--- src/rtl/dmem_uart_loader.sv ---
`timescale 1ns/1ps
// Boot loader for the data memory init port. It reads a UART byte stream made of a 32-bit word count
// followed by that many little-endian words, writes each word, and then raises done.
module dmem_uart_loader #(
  parameter logic [31:0] BASE_ADDR = 32'h0000_0000,
  parameter int unsigned MAX_WORDS = 4096
) (
  input  logic        i_clk,
  input  logic        i_rst_x,
  input  logic        i_rx_valid,
  input  logic [7:0]  i_rx_data,
  output logic [3:0]  o_init_wen,
  output logic [31:0] o_init_addr,
  output logic [31:0] o_init_data,
  output logic        o_init_done,
  output logic [31:0] o_word_cnt,
  output logic        o_overflow
);

  localparam logic [31:0] MAX_W = 32'(MAX_WORDS);

  typedef enum logic [1:0] {S_HDR, S_DATA, S_DONE} state_e;

  state_e      state_q;
  logic [1:0]  byte_idx_q;
  logic [31:0] shift_q;
  logic [31:0] shift_d;
  logic [31:0] remaining_q;
  logic [31:0] word_cnt_q;
  logic [31:0] addr_q;
  logic [31:0] data_q;
  logic [3:0]  wen_q;
  logic        done_q;
  logic        ovf_q;

  // Each new byte enters at the top, so after four bytes the first one sits in [7:0].
  assign shift_d = {i_rx_data, shift_q[31:8]};

  // NOTE: every register below uses <= so all of them update from the same pre-edge values.
  always_ff @(posedge i_clk or negedge i_rst_x) begin
    if (!i_rst_x) begin
      state_q     <= S_HDR;
      byte_idx_q  <= 2'd0;
      shift_q     <= 32'h0;
      remaining_q <= 32'h0;
      word_cnt_q  <= 32'h0;
      addr_q      <= BASE_ADDR;
      data_q      <= 32'h0;
      wen_q       <= 4'h0;
      done_q      <= 1'b0;
      ovf_q       <= 1'b0;
    end else begin
      wen_q <= 4'h0;
      case (state_q)
        S_HDR: begin
          if (i_rx_valid) begin
            shift_q    <= shift_d;
            byte_idx_q <= byte_idx_q + 2'd1;
            if (byte_idx_q == 2'd3) begin
              remaining_q <= shift_d;
              if (shift_d > MAX_W) ovf_q <= 1'b1;
              if (shift_d == 32'h0) begin
                state_q <= S_DONE;
                done_q  <= 1'b1;
              end else begin
                state_q <= S_DATA;
              end
            end
          end
        end
        S_DATA: begin
          if (i_rx_valid) begin
            shift_q    <= shift_d;
            byte_idx_q <= byte_idx_q + 2'd1;
            if (byte_idx_q == 2'd3) begin
              // word_cnt_q equals the write index until capacity is reached.
              if (word_cnt_q < MAX_W) begin
                wen_q      <= 4'hF;
                addr_q     <= BASE_ADDR + {word_cnt_q[29:0], 2'b00};
                data_q     <= shift_d;
                word_cnt_q <= word_cnt_q + 32'd1;
              end
              remaining_q <= remaining_q - 32'd1;
              if (remaining_q == 32'd1) state_q <= S_DONE;
            end
          end
        end
        S_DONE: begin
          done_q <= 1'b1;
        end
        default: state_q <= S_HDR;
      endcase
    end
  end

  assign o_init_wen  = wen_q;
  assign o_init_addr = addr_q;
  assign o_init_data = data_q;
  assign o_init_done = done_q;
  assign o_word_cnt  = word_cnt_q;
  assign o_overflow  = ovf_q;

endmodule

--- config.mk ---
export PLATFORM = sky130hd
export DESIGN_NAME = dmem_uart_loader
export DESIGN_NICKNAME = d
export VERILOG_FILES = /design/src/rtl/dmem_uart_loader.sv
export SDC_FILE = /design/constraint.sdc
export NUM_CORES = 1
export LEC_CHECK = 0
export CAP_MARGIN = 20
export CORE_MARGIN = 2
export CORE_UTILIZATION = 48
export CTS_BUF_LIST = sky130_fd_sc_hd__clkbuf_16
export DETAILED_ROUTE_END_ITERATION = 12
export GPL_TIMING_DRIVEN = 0
export PLACE_DENSITY = 0.84
export SYNTH_ARGS = -nofsm -noshare
export SYNTH_HDL_FRONTEND = slang
export SYNTH_SLANG_ARGS = --single-unit
export TNS_END_PERCENT = 30
--- constraint.sdc ---
create_clock -name i_clk -period 2.6 [get_ports i_clk]
set_input_delay 0.52 -clock i_clk [delete_from_list [all_inputs] [get_ports i_clk]]
set_output_delay 0.52 -clock i_clk [all_outputs]
set_load 0.01 [all_outputs]
==> impl_metrics.ini, run 1 <==
[placement]
dp_hpwl_um = 11600
dpl_cell_area_um2 = 8090
place_congestion = 0.900
place_inst = 866
numPortBuffers = 110

[worst_setup_path]
crit_family = simple AND/OR/NAND/NOR gates
cp_num_buf_inv = 0
crit_top_cell = or4_4
cp_slowest_cell = or4_4
max_stage_delay_ns = 0.55
start_kind = flop
cp-end-kind = flop
worst_ep_required_time_ns = 2.95
critPathMaxFanout = 4
path_cells = or4_4, or4_4, or4_4, or4_4, a31oi_1
crit_type = flop to flop
worst_ep_arrival_time_ns = 2.99

[route]
wl_per_cell_um = 18.8
vias = 5229
drc = 0
drt-initial-drc-count = 390
wl_um = 17100
drtAntennaViolNets = 0
viasPerCell = 5.78
first_pass_iters = 5

[clock_tree]
cts.path.max_buffers = 2
cts_buffers = 17
insertion_delay_ns = 0.42
postCtsHoldBufs = 0
path_clk_slew_ns = 0.06
tritoncts = built
htree_levels = 4
clock_sinks = 157
root_buffer = clkbuf_16

[cells_and_area]
seqCellArea_um2 = 3930
layout-drive-gt1-share_pct = 18.1
stdcell_count = 905
finish.instance_area_um2 = 8770
nFillCells = 1060
antenna_cells = 0
multi_input_area_um2 = 2610
area.growth.synth_to_final_pct = 30.2
final_cell_mix = dfrtp_1, clkdlybuf4s50_1, mux2_2, clkbuf_1, nand3_1
utilization_pct = 63.7
layout_commonest_cell = dfrtp_1
nets = 728

[floorplanning]
die-height_um = 122
die_area_um2 = 15000
core_um2 = 13800
die_x_um = 122
rows = 43
start_util_pct = 48.9
io_pins = 113

[sta]
hold_viol = 0
tightest_slew_ns = 0.750
maxSlewHeadroom_pct = 49.6
rsz0062_at_grt = true
fin_crit_sh_pct = 101
finClkSkew_ns = 0.00612
setup_viol = 1
finalMaxSlewViolations = 0
finalCriticalPeriod_ns = 2.64
max_freq_mhz = 379
fin_hold_ws_ns = 0.100
fin_ws_ns = -0.0376

[status]
violations = negative setup slack
outcome = finished with violations

[yosys]
yosysWarnings = 0
ys_types = 47
synth_seq_area_share_pct = 58.3
netlist_instances = 574
syn_area_um2 = 6740
ys.flop_type = dfrtp_1
ys_ff_latch = 157
synth-edff-count = 0
synthArstFlopShare_pct = 100
syn_avg_cell_area_um2 = 11.7

[pwr]
clkPwrFrac_pct = 29.0
p_seq_share_pct = 40.8
p_sw_mw = 2.52
power_density_nw_per_um2 = 924
internal-power_mw = 5.59
peakVddDrop_mv = 0.573
p_comb_share_pct = 30.1
netSwitchingFraction_pct = 31.1
p_leak_nw = 3.75
power_mw = 8.10

[global_route]
grt_pass1_vias = 5292
grt_pass1_wl_um = 27100
antenna_found_initial = 0
grt_max_degree = 92
gr-usage-all-layers_pct = 23.7
grt.overflow.total = 0

[worst_hold_path]
min_path_type = input port to asynchronous set/reset pin

[flow_run]
maxCapViolCount = 0
## power by group through the flow
| stage | logic [mW] | registers, mW | clock network (mW) |
|---|---|---|---|
| after global routing | 2.63 | 3.37 | 2.48 |
| after floorplan | 1.14 | 3.39 | 0 |
| after detailed placement | 2.37 | 3.33 | 0 |
| after global placement | 2.29 | 3.30 | 0 |
| after CTS | 2.42 | 3.30 | 2.38 |
| final | 2.44 | 3.31 | 2.35 |
## worst register-to-register path: cells and delay by family, from the launching register on
family             cells  cell delay [ns]
AOI/OAI and AO/OA      1             0.13
DFF                    1             0.40
and+or+nand+nor        4             2.03
## logic make-up after synthesis
family                   share of synthesized area, %
XOR/XNOR                                         1.56
flip-flops                                       58.3
multiplexers                                     14.1
buffers and inverters                            3.73
AO/OA/AOI/OAI                                    6.50
adder cells (fa/ha/maj)                         0.743
other                                          0.0557
AND/OR/NAND/NOR                                  15.0
## per-stage QoR
step	setup TNS, ns	setup slack (ns)
after floorplan	0	0.0381
after global placement	-815.05	-4.90
after detailed placement	-53.56	-1.05
after CTS	-0.0182	-0.0182
after global routing	-0.0802	-0.0802
final	-0.0376	-0.0376
## synthesized netlist by cell type, drive strengths merged (10+ instances only)
cell,count,area share (%)
nor2b,20,1.9
o22ai,23,2.1
nand2,23,1.3
a21oi,24,1.8
nor4,23,2.1
mux2i,16,2.4
dfrtp,157,58
nor2,22,1.2
nand3,29,2.2
nor3,17,1.3
mux2,70,12
or4,10,1.3
xnor2,10,1.3
buf,12,0.95
clkbuf,44,2.5
## metal layers
layer	vias up	track usage (%)	part of all wire [%]
met3	51	7.95	8.5
met4	0	13.3	3.8
met5	-	0	0
li1	2348	-	-
met1	2604	28.2	40
met2	226	37.9	48
## flip-flops by register name, indices dropped and copies added (netlist names)
register / count
shift_q: 24
o_overflow: 1
o_init_wen: 1
byte_idx_q: 2
o_word_cnt: 32
remaining_q: 32
o_init_done: 1
o_init_addr: 30
state_q: 2
o_init_data: 32
## timing repair
item                       4_1_cts  5_1_grt
gates cloned                     0        0
setup buffers                    3        5
resized for setup                9        9
pin swaps                        1        4
setup endpoints to repair       81       59
## area by class of cell
type	count	area share (%)
sequential	157	44.8
multi-input combinational	356	29.8
timing repair buffer	119	13.6
clock buffer	17	4.85
buffer	56	2.71
tap	180	2.57
clock inverter	14	1.48
inverter	6	0.257
## final timing paths
| kind | startpoint | endpoint | depth (start not counted) | slack [ns] |
|---|---|---|---|---|
| min in group i_clk | o_init_done$_DFFE_PN0P_ | o_init_done$_DFFE_PN0P_ | 1 | 0.46 |
| hold reg to reg | o_init_done$_DFFE_PN0P_ | o_init_done$_DFFE_PN0P_ | 1 | 0.46 |
| max in group asynchronous | i_rst_x | o_init_addr[22]$_DFFE_PN0P_ | 2 | 1.66 |
| setup reg to reg | remaining_q[26]$_DFFE_PN0P_ | remaining_q[31]$_DFFE_PN0P_ | 5 | -0.04 |
| hold / removal | i_rst_x | remaining_q[30]$_DFFE_PN0P_ | 1 | 0.10 |
| setup / recovery | remaining_q[26]$_DFFE_PN0P_ | remaining_q[31]$_DFFE_PN0P_ | 5 | -0.04 |
Note: power is estimated with default switching activity, not from simulation.
==> run 2: changes to the inputs <==
--- a/config.mk
+++ b/config.mk
@@ -7,11 +7,11 @@
 export LEC_CHECK = 0
 export CAP_MARGIN = 20
 export CORE_MARGIN = 2
-export CORE_UTILIZATION = 48
-export CTS_BUF_LIST = sky130_fd_sc_hd__clkbuf_16
+export CORE_UTILIZATION = 50
+export CTS_BUF_LIST = sky130_fd_sc_hd__clkbuf_4
 export DETAILED_ROUTE_END_ITERATION = 12
 export GPL_TIMING_DRIVEN = 0
-export PLACE_DENSITY = 0.84
+export PLACE_DENSITY = 0.87
 export SYNTH_ARGS = -nofsm -noshare
 export SYNTH_HDL_FRONTEND = slang
 export SYNTH_SLANG_ARGS = --single-unit
==> impl_metrics.ini, run 2 (synthesized netlist as in run 1, its figures left out) <==
[clock_tree]
cts_buffers = 17
path_clk_slew_ns = 0.14
root_buffer = clkbuf_4
insertion_delay_ns = 0.57
cts.path.max_buffers = 2
clock_sinks = 157
htree_levels = 4
tritoncts = built

[sta]
maxSlewHeadroom_pct = 53.0
rsz0062_at_grt = true
tns_ns = -0.0553
fin_crit_sh_pct = 102
fin_hold_ws_ns = 0.488
setup_viol = 1
tightest_slew_ns = 0.705
finalCriticalPeriod_ns = 2.66
fin_ws_ns = -0.0553
finClkSkew_ns = 0.0154
finalMaxSlewViolations = 0
max_freq_mhz = 377
hold_viol = 0

[status]
violations = negative setup slack
outcome = finished with violations

[floorplanning]
die_area_um2 = 14400
die_x_um = 120
core_um2 = 13200
die-height_um = 120
rows = 42
io_pins = 113
start_util_pct = 51.1

[cells_and_area]
area.growth.synth_to_final_pct = 25.7
layout_commonest_cell = dfrtp_1
antenna_cells = 0
layout-drive-gt1-share_pct = 17.7
final_cell_mix = dfrtp_1, clkdlybuf4s50_1, mux2_2, clkbuf_1, nand3_1
nets = 724
stdcell_count = 898

[route]
drt-initial-drc-count = 456
first_pass_iters = 5
vias = 5216
viasPerCell = 5.81
wl_um = 16900
drtAntennaViolNets = 0
drc = 0
wl_per_cell_um = 18.9

[worst_setup_path]
path_cells = or4_4, or4_4, or4_4, or4_4, a31oi_1
worst_ep_arrival_time_ns = 3.14
cp-end-kind = flop
cp_num_buf_inv = 0
cp_slowest_cell = or4_4
worst_ep_required_time_ns = 3.09
crit_family = simple AND/OR/NAND/NOR gates
critPathMaxFanout = 5
crit_top_cell = or4_4
max_stage_delay_ns = 0.57
start_kind = flop
crit_type = flop to flop

[worst_hold_path]
min_path_type = flop to flop

[global_route]
grt_max_degree = 93
gr-usage-all-layers_pct = 24.7
grt_pass1_vias = 5300
grt_pass1_wl_um = 27400
antenna_found_initial = 0
grt.overflow.total = 0

[pwr]
peakVddDrop_mv = 0.529
power_density_nw_per_um2 = 854
p_leak_nw = 3.60
power_mw = 7.23

[placement]
dp_hpwl_um = 12000
place_congestion = 0.901
place_inst = 862
dp_slack_ns = -1.04
numPortBuffers = 110

[flow_run]
maxCapViolCount = 0
## run 2: path summary, 6_finish.rpt
path | start | end | slack [ns] | cells past startpoint
max in group asynchronous | i_rst_x | o_init_addr[25]$_DFFE_PN0P_ | 1.25 | 3
min | o_init_done$_DFFE_PN0P_ | o_init_done$_DFFE_PN0P_ | 0.49 | 1
min in group asynchronous | i_rst_x | remaining_q[27]$_DFFE_PN0P_ | 0.51 | 2
max reg2reg | remaining_q[20]$_DFFE_PN0P_ | remaining_q[31]$_DFFE_PN0P_ | -0.06 | 5
min reg2reg | o_init_done$_DFFE_PN0P_ | o_init_done$_DFFE_PN0P_ | 0.49 | 1
max | remaining_q[20]$_DFFE_PN0P_ | remaining_q[31]$_DFFE_PN0P_ | -0.06 | 5
## run 2: worst reg2reg max path, stage by stage (launching register included)
cell     delay [ns]
dfrtp_1        0.41
or4_4          0.57
or4_4          0.51
or4_4          0.52
or4_4          0.43
a31oi_1        0.14
## run 2: per-layer routing
layer | share of wire [%] | global-route usage, %
met5 | 0 | 0
met3 | 9.6 | 7.70
met4 | 4.4 | 13.4
met2 | 49 | 39.5
met1 | 37 | 29.9
## run 2: report_power, final
part | total, mW | internal [mW] | switching [mW]
clock | 1.48 | 0.585 | 0.899
sequential | 3.29 | 2.90 | 0.389
combinational | 2.45 | 1.28 | 1.17
## run 2: through the flow
step	instance area, um^2	util, %
finish	8470	64.2
global route	8470	64.2
CTS	8440	64.0
detailed placement	8090	61.3
global placement	8060	61.1
floorplan	6740	-
## run 2: what timing repair did
action / CTS / global route
pin swaps: 2 / 1
gates resized for setup: 9 / 6
endpoints found under the setup margin: 82 / 52
buffers inserted: 3 / 0
hold buffers: 1 / 0
endpoints found under the hold margin: 65 / 0
## run 2: layout make-up
cell class	count	area, um^2
clock inverter	15	160
clock buffer	17	128
inverter	6	22.5
multi-input combinational	356	2610
buffer	56	238
timing repair buffer	115	1160
fill	940	4720
sequential	157	3930
tap	176	220
